`src/rtl/timer_pkg.sv`:
```
`default_nettype none
// +----------------------------------------------------------------------------+
// | Module      : timer_pkg                                                    |
// | Description : Shared types and constants for the timer_reader block.       |
// | Revision    : 1.0 - initial release                                        |
// +----------------------------------------------------------------------------+
package timer_pkg;

    localparam int          DATA_W          = 16;
    localparam logic [31:0] TIMEOUT_DEFAULT = 32'd5_000_000;

    typedef enum logic [1:0] {
        IDLE = 2'd0,
        ACQ  = 2'd1,
        DONE = 2'd2
    } state_t;

endpackage
`default_nettype wire

```
`src/rtl/sync_fifo.sv`:
```
`default_nettype none
// +----------------------------------------------------------------------------+
// | Module      : sync_fifo                                                    |
// | Description : Single-clock FIFO with registered read data and flags.       |
// | Revision    : 1.0 - initial release                                        |
// +----------------------------------------------------------------------------+
module sync_fifo #(
    parameter int DEPTH  = 8,
    parameter int DATA_W = 16
) (
    input  logic              clk,
    input  logic              rst,
    input  logic              push,
    input  logic [DATA_W-1:0] push_data,
    input  logic              pop,
    output logic [DATA_W-1:0] rd_data,
    output logic              rd_valid,
    output logic              full,
    output logic              empty,
    output logic              drop
);

    localparam int PTR_W = $clog2(DEPTH);
    localparam int CNT_W = PTR_W + 1;

    logic [DATA_W-1:0] mem_q [DEPTH];
    logic [DATA_W-1:0] mem_d [DEPTH];
    logic [PTR_W-1:0]  wr_ptr_q, wr_ptr_d;
    logic [PTR_W-1:0]  rd_ptr_q, rd_ptr_d;
    logic [CNT_W-1:0]  count_q, count_d;
    logic [DATA_W-1:0] rd_data_q, rd_data_d;
    logic              rd_valid_q, rd_valid_d;
    logic              full_q, full_d;
    logic              empty_q, empty_d;
    logic              pop_ok;
    logic              push_ok;

    always_comb begin
        pop_ok     = pop & ~empty_q;
        // A full FIFO still takes a push when a pop frees the slot this cycle.
        push_ok    = push & (~full_q | pop_ok);
        drop       = push & ~push_ok;
        mem_d      = mem_q;
        wr_ptr_d   = wr_ptr_q;
        rd_ptr_d   = rd_ptr_q;
        rd_data_d  = rd_data_q;
        rd_valid_d = pop_ok;
        if (push_ok) begin
            mem_d[wr_ptr_q] = push_data;
            wr_ptr_d        = wr_ptr_q + PTR_W'(1);
        end
        if (pop_ok) begin
            rd_data_d = mem_q[rd_ptr_q];
            rd_ptr_d  = rd_ptr_q + PTR_W'(1);
        end
        count_d = count_q + CNT_W'(push_ok) - CNT_W'(pop_ok);
        empty_d = (count_d == '0);
        full_d  = (count_d == CNT_W'(DEPTH));
    end

    always_ff @(posedge clk) begin
        if (rst) begin
            for (int i = 0; i < DEPTH; i++) begin
                mem_q[i] <= '0;
            end
            wr_ptr_q   <= '0;
            rd_ptr_q   <= '0;
            count_q    <= '0;
            rd_data_q  <= '0;
            rd_valid_q <= 1'b0;
            full_q     <= 1'b0;
            empty_q    <= 1'b1;
        end else begin
            mem_q      <= mem_d;
            wr_ptr_q   <= wr_ptr_d;
            rd_ptr_q   <= rd_ptr_d;
            count_q    <= count_d;
            rd_data_q  <= rd_data_d;
            rd_valid_q <= rd_valid_d;
            full_q     <= full_d;
            empty_q    <= empty_d;
        end
    end

    assign rd_data  = rd_data_q;
    assign rd_valid = rd_valid_q;
    assign full     = full_q;
    assign empty    = empty_q;

endmodule
`default_nettype wire

```
`src/rtl/timer_reader.sv`:
```
`default_nettype none
// +----------------------------------------------------------------------------+
// | Module      : timer_reader                                                 |
// | Description : Arms a word producer, buffers a fixed number of samples and  |
// |               hands them to a display-side reader; aborts on silence.      |
// | Revision    : 1.0 - initial release                                        |
// +----------------------------------------------------------------------------+
module timer_reader
    import timer_pkg::*;
#(
    parameter int          DEPTH   = 8,
    parameter int          SAMPLES = 4,
    parameter logic [31:0] TIMEOUT = TIMEOUT_DEFAULT
) (
    input  logic              clk,
    input  logic              rst,
    input  logic              start,
    output logic              t_en,
    input  logic              t_valid,
    input  logic [DATA_W-1:0] t_out,
    input  logic              rd_en,
    output logic [DATA_W-1:0] d_out,
    output logic              d_valid,
    output logic              busy,
    output logic              empty,
    output logic              full,
    output logic              overflow,
    output logic              timeout
);

    localparam logic [7:0]  SAMPLE_LAST  = 8'(SAMPLES);
    localparam logic [31:0] SILENCE_LAST = TIMEOUT - 32'd1;

    state_t      state_q, state_d;
    logic        start_q;
    logic        start_rise;
    logic [7:0]  sample_cnt_q, sample_cnt_d;
    logic [31:0] silence_q, silence_d;
    logic        timeout_q, timeout_d;
    logic        overflow_q, overflow_d;
    logic        t_en_q, t_en_d;
    logic        push;
    logic        fifo_drop;

    always_comb begin
        start_rise   = start & ~start_q;
        state_d      = state_q;
        sample_cnt_d = sample_cnt_q;
        silence_d    = silence_q;
        timeout_d    = timeout_q;
        overflow_d   = overflow_q | fifo_drop;
        push         = 1'b0;
        case (state_q)
            IDLE: begin
                if (start_rise) begin
                    state_d      = ACQ;
                    sample_cnt_d = '0;
                    silence_d    = '0;
                    timeout_d    = 1'b0;
                    overflow_d   = 1'b0;
                end
            end
            ACQ: begin
                if (t_valid) begin
                    push         = 1'b1;
                    sample_cnt_d = sample_cnt_q + 8'd1;
                    silence_d    = '0;
                    if (sample_cnt_d == SAMPLE_LAST) begin
                        state_d = DONE;
                    end
                end else if (silence_q == SILENCE_LAST) begin
                    timeout_d = 1'b1;
                    state_d   = IDLE;
                end else begin
                    silence_d = silence_q + 32'd1;
                end
            end
            DONE: begin
                state_d = IDLE;
            end
            default: begin
                state_d = IDLE;
            end
        endcase
        // Enable is registered from the next state so it never glitches on decode.
        t_en_d = (state_d == ACQ);
    end

    always_ff @(posedge clk) begin
        if (rst) begin
            state_q      <= IDLE;
            start_q      <= 1'b0;
            sample_cnt_q <= '0;
            silence_q    <= '0;
            timeout_q    <= 1'b0;
            overflow_q   <= 1'b0;
            t_en_q       <= 1'b0;
        end else begin
            state_q      <= state_d;
            start_q      <= start;
            sample_cnt_q <= sample_cnt_d;
            silence_q    <= silence_d;
            timeout_q    <= timeout_d;
            overflow_q   <= overflow_d;
            t_en_q       <= t_en_d;
        end
    end

    sync_fifo #(
        .DEPTH  (DEPTH),
        .DATA_W (DATA_W)
    ) u_fifo (
        .clk       (clk),
        .rst       (rst),
        .push      (push),
        .push_data (t_out),
        .pop       (rd_en),
        .rd_data   (d_out),
        .rd_valid  (d_valid),
        .full      (full),
        .empty     (empty),
        .drop      (fifo_drop)
    );

    assign t_en     = t_en_q;
    assign busy     = t_en_q;
    assign overflow = overflow_q;
    assign timeout  = timeout_q;

endmodule
`default_nettype wire

```
`config.mk`:
```
export PLATFORM = sky130hd
export DESIGN_NAME = timer_reader
export DESIGN_NICKNAME = d
export VERILOG_FILES = /design/src/rtl/timer_pkg.sv /design/src/rtl/sync_fifo.sv /design/src/rtl/timer_reader.sv
export SDC_FILE = /design/constraint.sdc
export NUM_CORES = 1
export LEC_CHECK = 0
export BUFFER_PORTS_ARGS = -buffer_cell sky130_fd_sc_hd__buf_2
export CAP_MARGIN = 10
export CORE_MARGIN = 2
export CORE_UTILIZATION = 60
export DETAILED_ROUTE_END_ITERATION = 16
export PLACE_DENSITY = 0.78
export SYNTH_ARGS = -nofsm -noshare
export SYNTH_HDL_FRONTEND = slang
export SYNTH_SLANG_ARGS = --single-unit
```
`constraint.sdc`:
```
create_clock -name clk -period 5.9 [get_ports clk]
set_input_delay 0.59 -clock clk [delete_from_list [all_inputs] [get_ports clk]]
set_output_delay 0.59 -clock clk [all_outputs]
set_load 0.01 [all_outputs]
```
==> results.sh, run 1 <==
export IMPL_outcome="finished clean"
export IMPL_coreArea_mm2=0.0150
export IMPL_first_iter_violations=829
export IMPL_dpl_hpwl_um=12900
export IMPL_worstSetupEndpointType="register"
export IMPL_grt_max_degree=110
export IMPL_fp_dieH_um=127
export IMPL_io_buffers=43
export IMPL_placementRows=45
export IMPL_cp_cell_sequence="nand2b_1, clkinv_1, ha_1, inv_1, ha_1, fa_1, xor2_1, nor3_1, nor2_1, nor2_1"
export IMPL_die_area_mm2=0.0162
export IMPL_synth_enable_flop_cells=0
export IMPL_period_minus_slack_ps=3190
export IMPL_clock_latency_ps=500
export IMPL_worstHoldPathType="in -> reg"
export IMPL_r2r_cells=10
export IMPL_cp_arrival_ps=3620
export IMPL_grtUsageTotal_pct=27.0
export IMPL_die_w_um=127
export IMPL_routed_wirelength_um=22100
export IMPL_multi_input_area_mm2=0.00456
export IMPL_route_detailed_drc=0
export IMPL_drtAntennaViolNets=0
export IMPL_seq_area_frac_synth_pct=44.6
export IMPL_final_hold_violation_count=0
export IMPL_cp_depth=10
export IMPL_startpoint_type="register"
export IMPL_postSynthAreaPerCell_um2=8.64
export IMPL_slowest_delay_ps=760
export IMPL_syn_nets=1084
export IMPL_drive_gt1_share_pct=12.4
export IMPL_synth_ff_type="dfxtp_1"
export IMPL_gr_total_overflow=0
export IMPL_fin_tns_setup_ps=0
export IMPL_first_pass_iters=5
export IMPL_wl_per_cell_um=17.8
export IMPL_syn_inst=1054
export IMPL_cts_max_level=1
export IMPL_cts_buffers=22
export IMPL_synth_area_mux_share_pct=10.4
export IMPL_via_per_inst=6.09
export IMPL_n_antenna_cell=0
export IMPL_critPathBufInv=2
export IMPL_cts_resized=0
export IMPL_holdBufCountCts=0
export IMPL_vias=7535
export IMPL_synth_top_family_by_area="simple AND/OR/NAND/NOR gates"
export IMPL_clock_path_buffers=3
export IMPL_crit_fanout=36
export IMPL_antenna_found_initial=1
export IMPL_slew_headroom_pct=18.2
export IMPL_netlist_area_mm2=0.00911
export IMPL_mostFrequentLayoutCells="nand2_1 (296), dfxtp_1 (202), a21oi_1 (145)"
export IMPL_grt_pass1_vias=6778
export IMPL_async_reset_ff_share_pct=0
export IMPL_p_leak_nw=3.38
export IMPL_ys_seq_elements=203
export IMPL_cp_top_family="adder cells"
export IMPL_yosys_area_share_simple_pct=21.5
export IMPL_gp_congestion=0.830
export IMPL_placed_cell_area_mm2=0.00917
export IMPL_ios=44
export IMPL_synth_compound_area_share_pct=15.9
export IMPL_nNetsFinal=1066
export IMPL_rsz0062_at_grt="no"
export IMPL_clk_pin_slew_ps=60
export IMPL_power_per_cell_area_mw_per_mm2=335
export IMPL_fin_skew_ps=11.2
export IMPL_worstMarginPinSlew_ps=1230
export IMPL_cp_required_ps=6330
export IMPL_synthAdderAreaFrac_pct=1.32
export IMPL_holdPathStages=2
export IMPL_synth_xor_xnor_area_share_pct=0.866
export IMPL_synthDistinctLibCells=64
export IMPL_seq_area_mm2=0.00407
export IMPL_fin_crit_sh_pct=54.1
export IMPL_start_util_pct=60.6
export IMPL_area_growth_pct=8.92
export IMPL_fmax_mhz=314
export IMPL_fin_area_mm2=0.00992
export IMPL_layout_commonest_cell="nand2_1"
export IMPL_max_cap_violations=0
export IMPL_clock_sinks=203
export IMPL_irDropWorstVdd_mv=0.204
export IMPL_fillers=1249
export IMPL_postCtsSetupBuffers=0
export IMPL_final_setup_viol_count=0
export IMPL_root_buffer="clkbuf_16"
export IMPL_worstSetupPathType="reg -> reg"
export IMPL_cts_tree="yes"
export IMPL_yosys_warnings=0
export IMPL_grt_pass1_wl_um=35500
export IMPL_drv_slew=0
export IMPL_crit_slowest_cell="clkinv_1"
through the flow:
step	setup slack [ps]	utilization [%]	cells	hold WS, ps	power (mW)
6_report	2710	66.0	1238	340	3.32
3_5_place_dp	2360	61.0	1200	445	1.94
3_3_place_gp	2430	61.0	1200	439	1.93
2_1_floorplan	3310	-	1054	433	1.83
5_1_grt	2380	66.0	1238	354	3.45
4_1_cts	2660	66.0	1238	343	3.33
sequential cells by signal, summed over array words and instances, names as in the netlist:
| name | count |
|---|---|
| u_fifo.count_q | 4 |
| u_fifo.wr_ptr_q | 3 |
| silence_q | 32 |
| state_q | 2 |
| u_fifo.rd_valid | 1 |
| u_fifo.empty | 1 |
| u_fifo.rd_ptr_q | 3 |
| u_fifo.full | 1 |
| sample_cnt_q | 8 |
| timeout | 1 |
| start_q | 1 |
| overflow | 1 |
| u_fifo.mem_q | 128 |
| busy | 1 |
| u_fifo.rd_data | 16 |
worst paths after layout:
check             slack, ps             from               to
setup / recovery       2710     u_fifo.empty     u_fifo.empty
setup reg to reg       2710     u_fifo.empty     u_fifo.empty
hold reg to reg         450  u_fifo.mem_q[6]  u_fifo.mem_q[6]
hold / removal          340            start          start_q
area by class of cell:
cell class                 instances  area share (%)
clock inverter                     4           0.744
inverter                          13           0.492
timing repair buffer              48            2.57
tap                              188            2.37
sequential                       203            41.0
multi-input combinational        748            46.0
clock buffer                      34            6.82
cell families (layout without fill, tap and decap cells):
family | after synthesis | in the layout
mux | 55 | 55
buf+inv | 103 | 99
simple gates | 448 | 448
flops | 203 | 203
fa+ha+maj | 9 | 9
xor+xnor | 9 | 9
compound gates | 227 | 227
per-layer routing:
metal  wire length, um  track usage, %
met2             10700            45.1
met4               340            7.11
met1              9550            37.0
met5                 0               0
met3              1490            3.98
Yosys cell counts, drive strengths merged (3+ instances only):
library cell | n | area (um2)
xnor2 | 4 | 35.0
dfxtp | 203 | 4060
nor2b | 6 | 37.5
nor2 | 51 | 191
a31oi | 3 | 18.8
and2 | 7 | 43.8
clkbuf | 56 | 214
o2111ai | 14 | 123
mux2i | 23 | 230
inv | 12 | 45.0
a21oi | 146 | 742
a211oi | 19 | 148
nor4 | 8 | 56.3
mux4 | 32 | 721
nand3 | 24 | 120
buf | 34 | 216
ha | 8 | 100
and3 | 14 | 87.6
a31o | 3 | 26.3
o21ai | 11 | 58.8
nand2 | 297 | 1120
a2111o | 13 | 146
or3 | 10 | 67.6
nand3b | 4 | 42.5
nor3 | 7 | 40.0
nand4 | 10 | 75.1
xor2 | 5 | 43.8
where the power goes:
part	total, mW	internal (mW)	switching, mW
Sequential	1.46	1.43	0.0355
Clock	1.42	0.874	0.542
Combinational	0.445	0.174	0.271
worst register-to-register path, delay by kind of cell (launching register included):
kind,cells,cell delay (ps)
adders and majority gates,3,1210
xor gates and xnor gates,1,170
and+or+nand+nor,4,640
DFF,1,320
buffers and inverters,2,800
No activity file was read; power rests on OpenSTA's default activity.
==> inputs of run 2 (changes only) <==
--- a/config.mk
+++ b/config.mk
@@ -8,9 +8,9 @@
 export BUFFER_PORTS_ARGS = -buffer_cell sky130_fd_sc_hd__buf_2
 export CAP_MARGIN = 10
 export CORE_MARGIN = 2
-export CORE_UTILIZATION = 60
+export CORE_UTILIZATION = 55
 export DETAILED_ROUTE_END_ITERATION = 16
-export PLACE_DENSITY = 0.78
+export PLACE_DENSITY = 0.75
 export SYNTH_ARGS = -nofsm -noshare
 export SYNTH_HDL_FRONTEND = slang
 export SYNTH_SLANG_ARGS = --single-unit
==> constraint.sdc (replaced) <==
create_clock -name clk -period 2.6 [get_ports clk]
set_input_delay 0.26 -clock clk [delete_from_list [all_inputs] [get_ports clk]]
set_output_delay 0.26 -clock clk [all_outputs]
set_load 0.01 [all_outputs]
==> results.sh, run 2 (synthesis gave the netlist of run 1 again) <==
export IMPL_fp_dieH_um=133
export IMPL_via_per_inst=5.80
export IMPL_utilization_pct=62.7
export IMPL_vias=7610
export IMPL_power_per_cell_area_mw_per_mm2=740
export IMPL_io_buffers=43
export IMPL_outcome="finished clean"
export IMPL_drv_slew=0
export IMPL_root_buffer="clkbuf_16"
export IMPL_first_iter_violations=543
export IMPL_crit_fanout=10
export IMPL_cp_top_family="simple AND/OR/NAND/NOR gates"
export IMPL_postCtsSetupBuffers=0
export IMPL_clock_latency_ps=510
export IMPL_cts_max_level=1
export IMPL_max_cap_violations=0
export IMPL_clock_sinks=203
export IMPL_irDropWorstVdd_mv=0.525
export IMPL_grtUsageTotal_pct=25.8
export IMPL_top_register="u_fifo.mem_q"
export IMPL_route_detailed_drc=0
export IMPL_worstSetupPathType="reg -> reg"
export IMPL_p_leak_nw=3.59
export IMPL_cp_cell_sequence="ha_1, nand4_2, or3_4, o31ai_4, buf_4, a211oi_1, mux2i_1"
export IMPL_coreArea_mm2=0.0164
export IMPL_finalWorstSetupSlack_ps=277
export IMPL_die_area_mm2=0.0176
export IMPL_grt_pass1_wl_um=37000
export IMPL_die_w_um=133
export IMPL_layout_commonest_cell="nand2_1"
export IMPL_worstHoldPathType="in -> reg"
export IMPL_placementRows=47
export IMPL_fillers=1388
export IMPL_grt_max_degree=117
export IMPL_wl_per_cell_um=17.4
export IMPL_grt_pass1_vias=7085
export IMPL_crit_slowest_cell="o31ai_4"
export IMPL_mostFrequentLayoutCells="nand2_1 (296), dfxtp_1 (202), a21oi_1 (145)"
export IMPL_n_antenna_cell=0
export IMPL_ios=44
export IMPL_cp_required_ps=2970
export IMPL_first_pass_iters=5
export IMPL_fin_tns_setup_ps=0
export IMPL_seq_area_mm2=0.00407
export IMPL_drive_gt1_share_pct=15.8
export IMPL_slowest_delay_ps=460
export IMPL_worstMarginPinSlew_ps=628
export IMPL_multi_input_area_mm2=0.00456
export IMPL_start_util_pct=55.5
export IMPL_startpoint_type="register"
export IMPL_final_hold_violation_count=0
export IMPL_routed_wirelength_um=22800
export IMPL_gr_total_overflow=0
export IMPL_worstSetupEndpointType="register"
export IMPL_period_minus_slack_ps=2320
export IMPL_fin_skew_ps=15.9
export IMPL_clk_pin_slew_ps=60
export IMPL_cts_resized=0
export IMPL_fmax_mhz=431
export IMPL_clock_path_buffers=3
export IMPL_pre_cts_ws_ps=318
export IMPL_cts_tree="yes"
export IMPL_fin_crit_sh_pct=89.3
export IMPL_nNetsFinal=1105
export IMPL_dp_cells=1270
export IMPL_area_growth_pct=12.9
export IMPL_dpl_hpwl_um=14900
export IMPL_final_setup_viol_count=0
export IMPL_final_cells=1311
export IMPL_slew_headroom_pct=57.8
export IMPL_largest_register_ffs=128
export IMPL_critPathBufInv=1
export IMPL_drtAntennaViolNets=0
export IMPL_rsz0062_at_grt="no"
export IMPL_cts_buffers=22
export IMPL_gp_congestion=0.831
export IMPL_antenna_found_initial=1
export IMPL_cp_arrival_ps=2700
## run 2: changes by cell type in the layout (fill, tap and decap cells not counted), sizes merged
| cell | change |
|---|---|
| buf | +38 |
| clkbuf | -3 |
| clkinv | +5 |
| clkinvlp | +1 |
| dlygate4sd3 | +1 |
| inv | -1 |
## run 2: layout make-up
class                   count  area share [%]
well taps                 220            2.68
flip-flops and latches    203            39.5
repair buffers             87            5.60
clock buffers              31            6.38
multi-input cells         748            44.4
inverters                  13           0.475
clock inverters             9           0.949
## run 2: repair_timing
item,4_1_cts,5_1_grt
hold buffers,1,0
endpoints found under the setup margin,0,0
endpoints found under the hold margin,1,0
## run 2: path summary, 6_finish.rpt
kind	start	end	slack, ps	cells past startpoint
setup reg to reg	silence_q[0]	silence_q[19]	280	7
setup / recovery	silence_q[0]	silence_q[19]	280	7
hold reg to reg	u_fifo.mem_q[21]	u_fifo.mem_q[21]	450	2
hold / removal	t_out[7]	u_fifo.mem_q[103]	60	3
## run 2: layer usage
layer	up-vias	GRT usage (%)	wire length [um]
li1	3729	-	-
met1	3613	34.7	9810
met2	232	43.4	11000
met3	34	4.64	1590
met4	2	6.39	417
met5	-	0	8
## run 2: report_power, final
| part | switching (mW) | internal [mW] | leakage [nW] |
|---|---|---|---|
| combinational | 0.645 | 0.443 | 1.57 |
| sequential | 0.0667 | 3.24 | 1.64 |
| clock | 1.26 | 1.95 | 0.375 |
| total | 1.97 | 5.64 | 3.59 |
## run 2: metrics by stage
step	area [um2]	hold WS (ps)	power, mW
2_1_floorplan	9110	388	4.16
3_3_place_gp	9520	438	4.44
3_5_place_dp	9520	445	4.46
4_1_cts	10300	48.7	7.65
5_1_grt	10300	62.5	7.90
6_report	10300	58.3	7.61
## run 2: worst register-to-register path: stages, from the launching register on
cell	delay (ps)
dfxtp_1	380
ha_1	250
nand4_2	160
or3_4	420
o31ai_4	460
buf_4	270
a211oi_1	100
mux2i_1	160
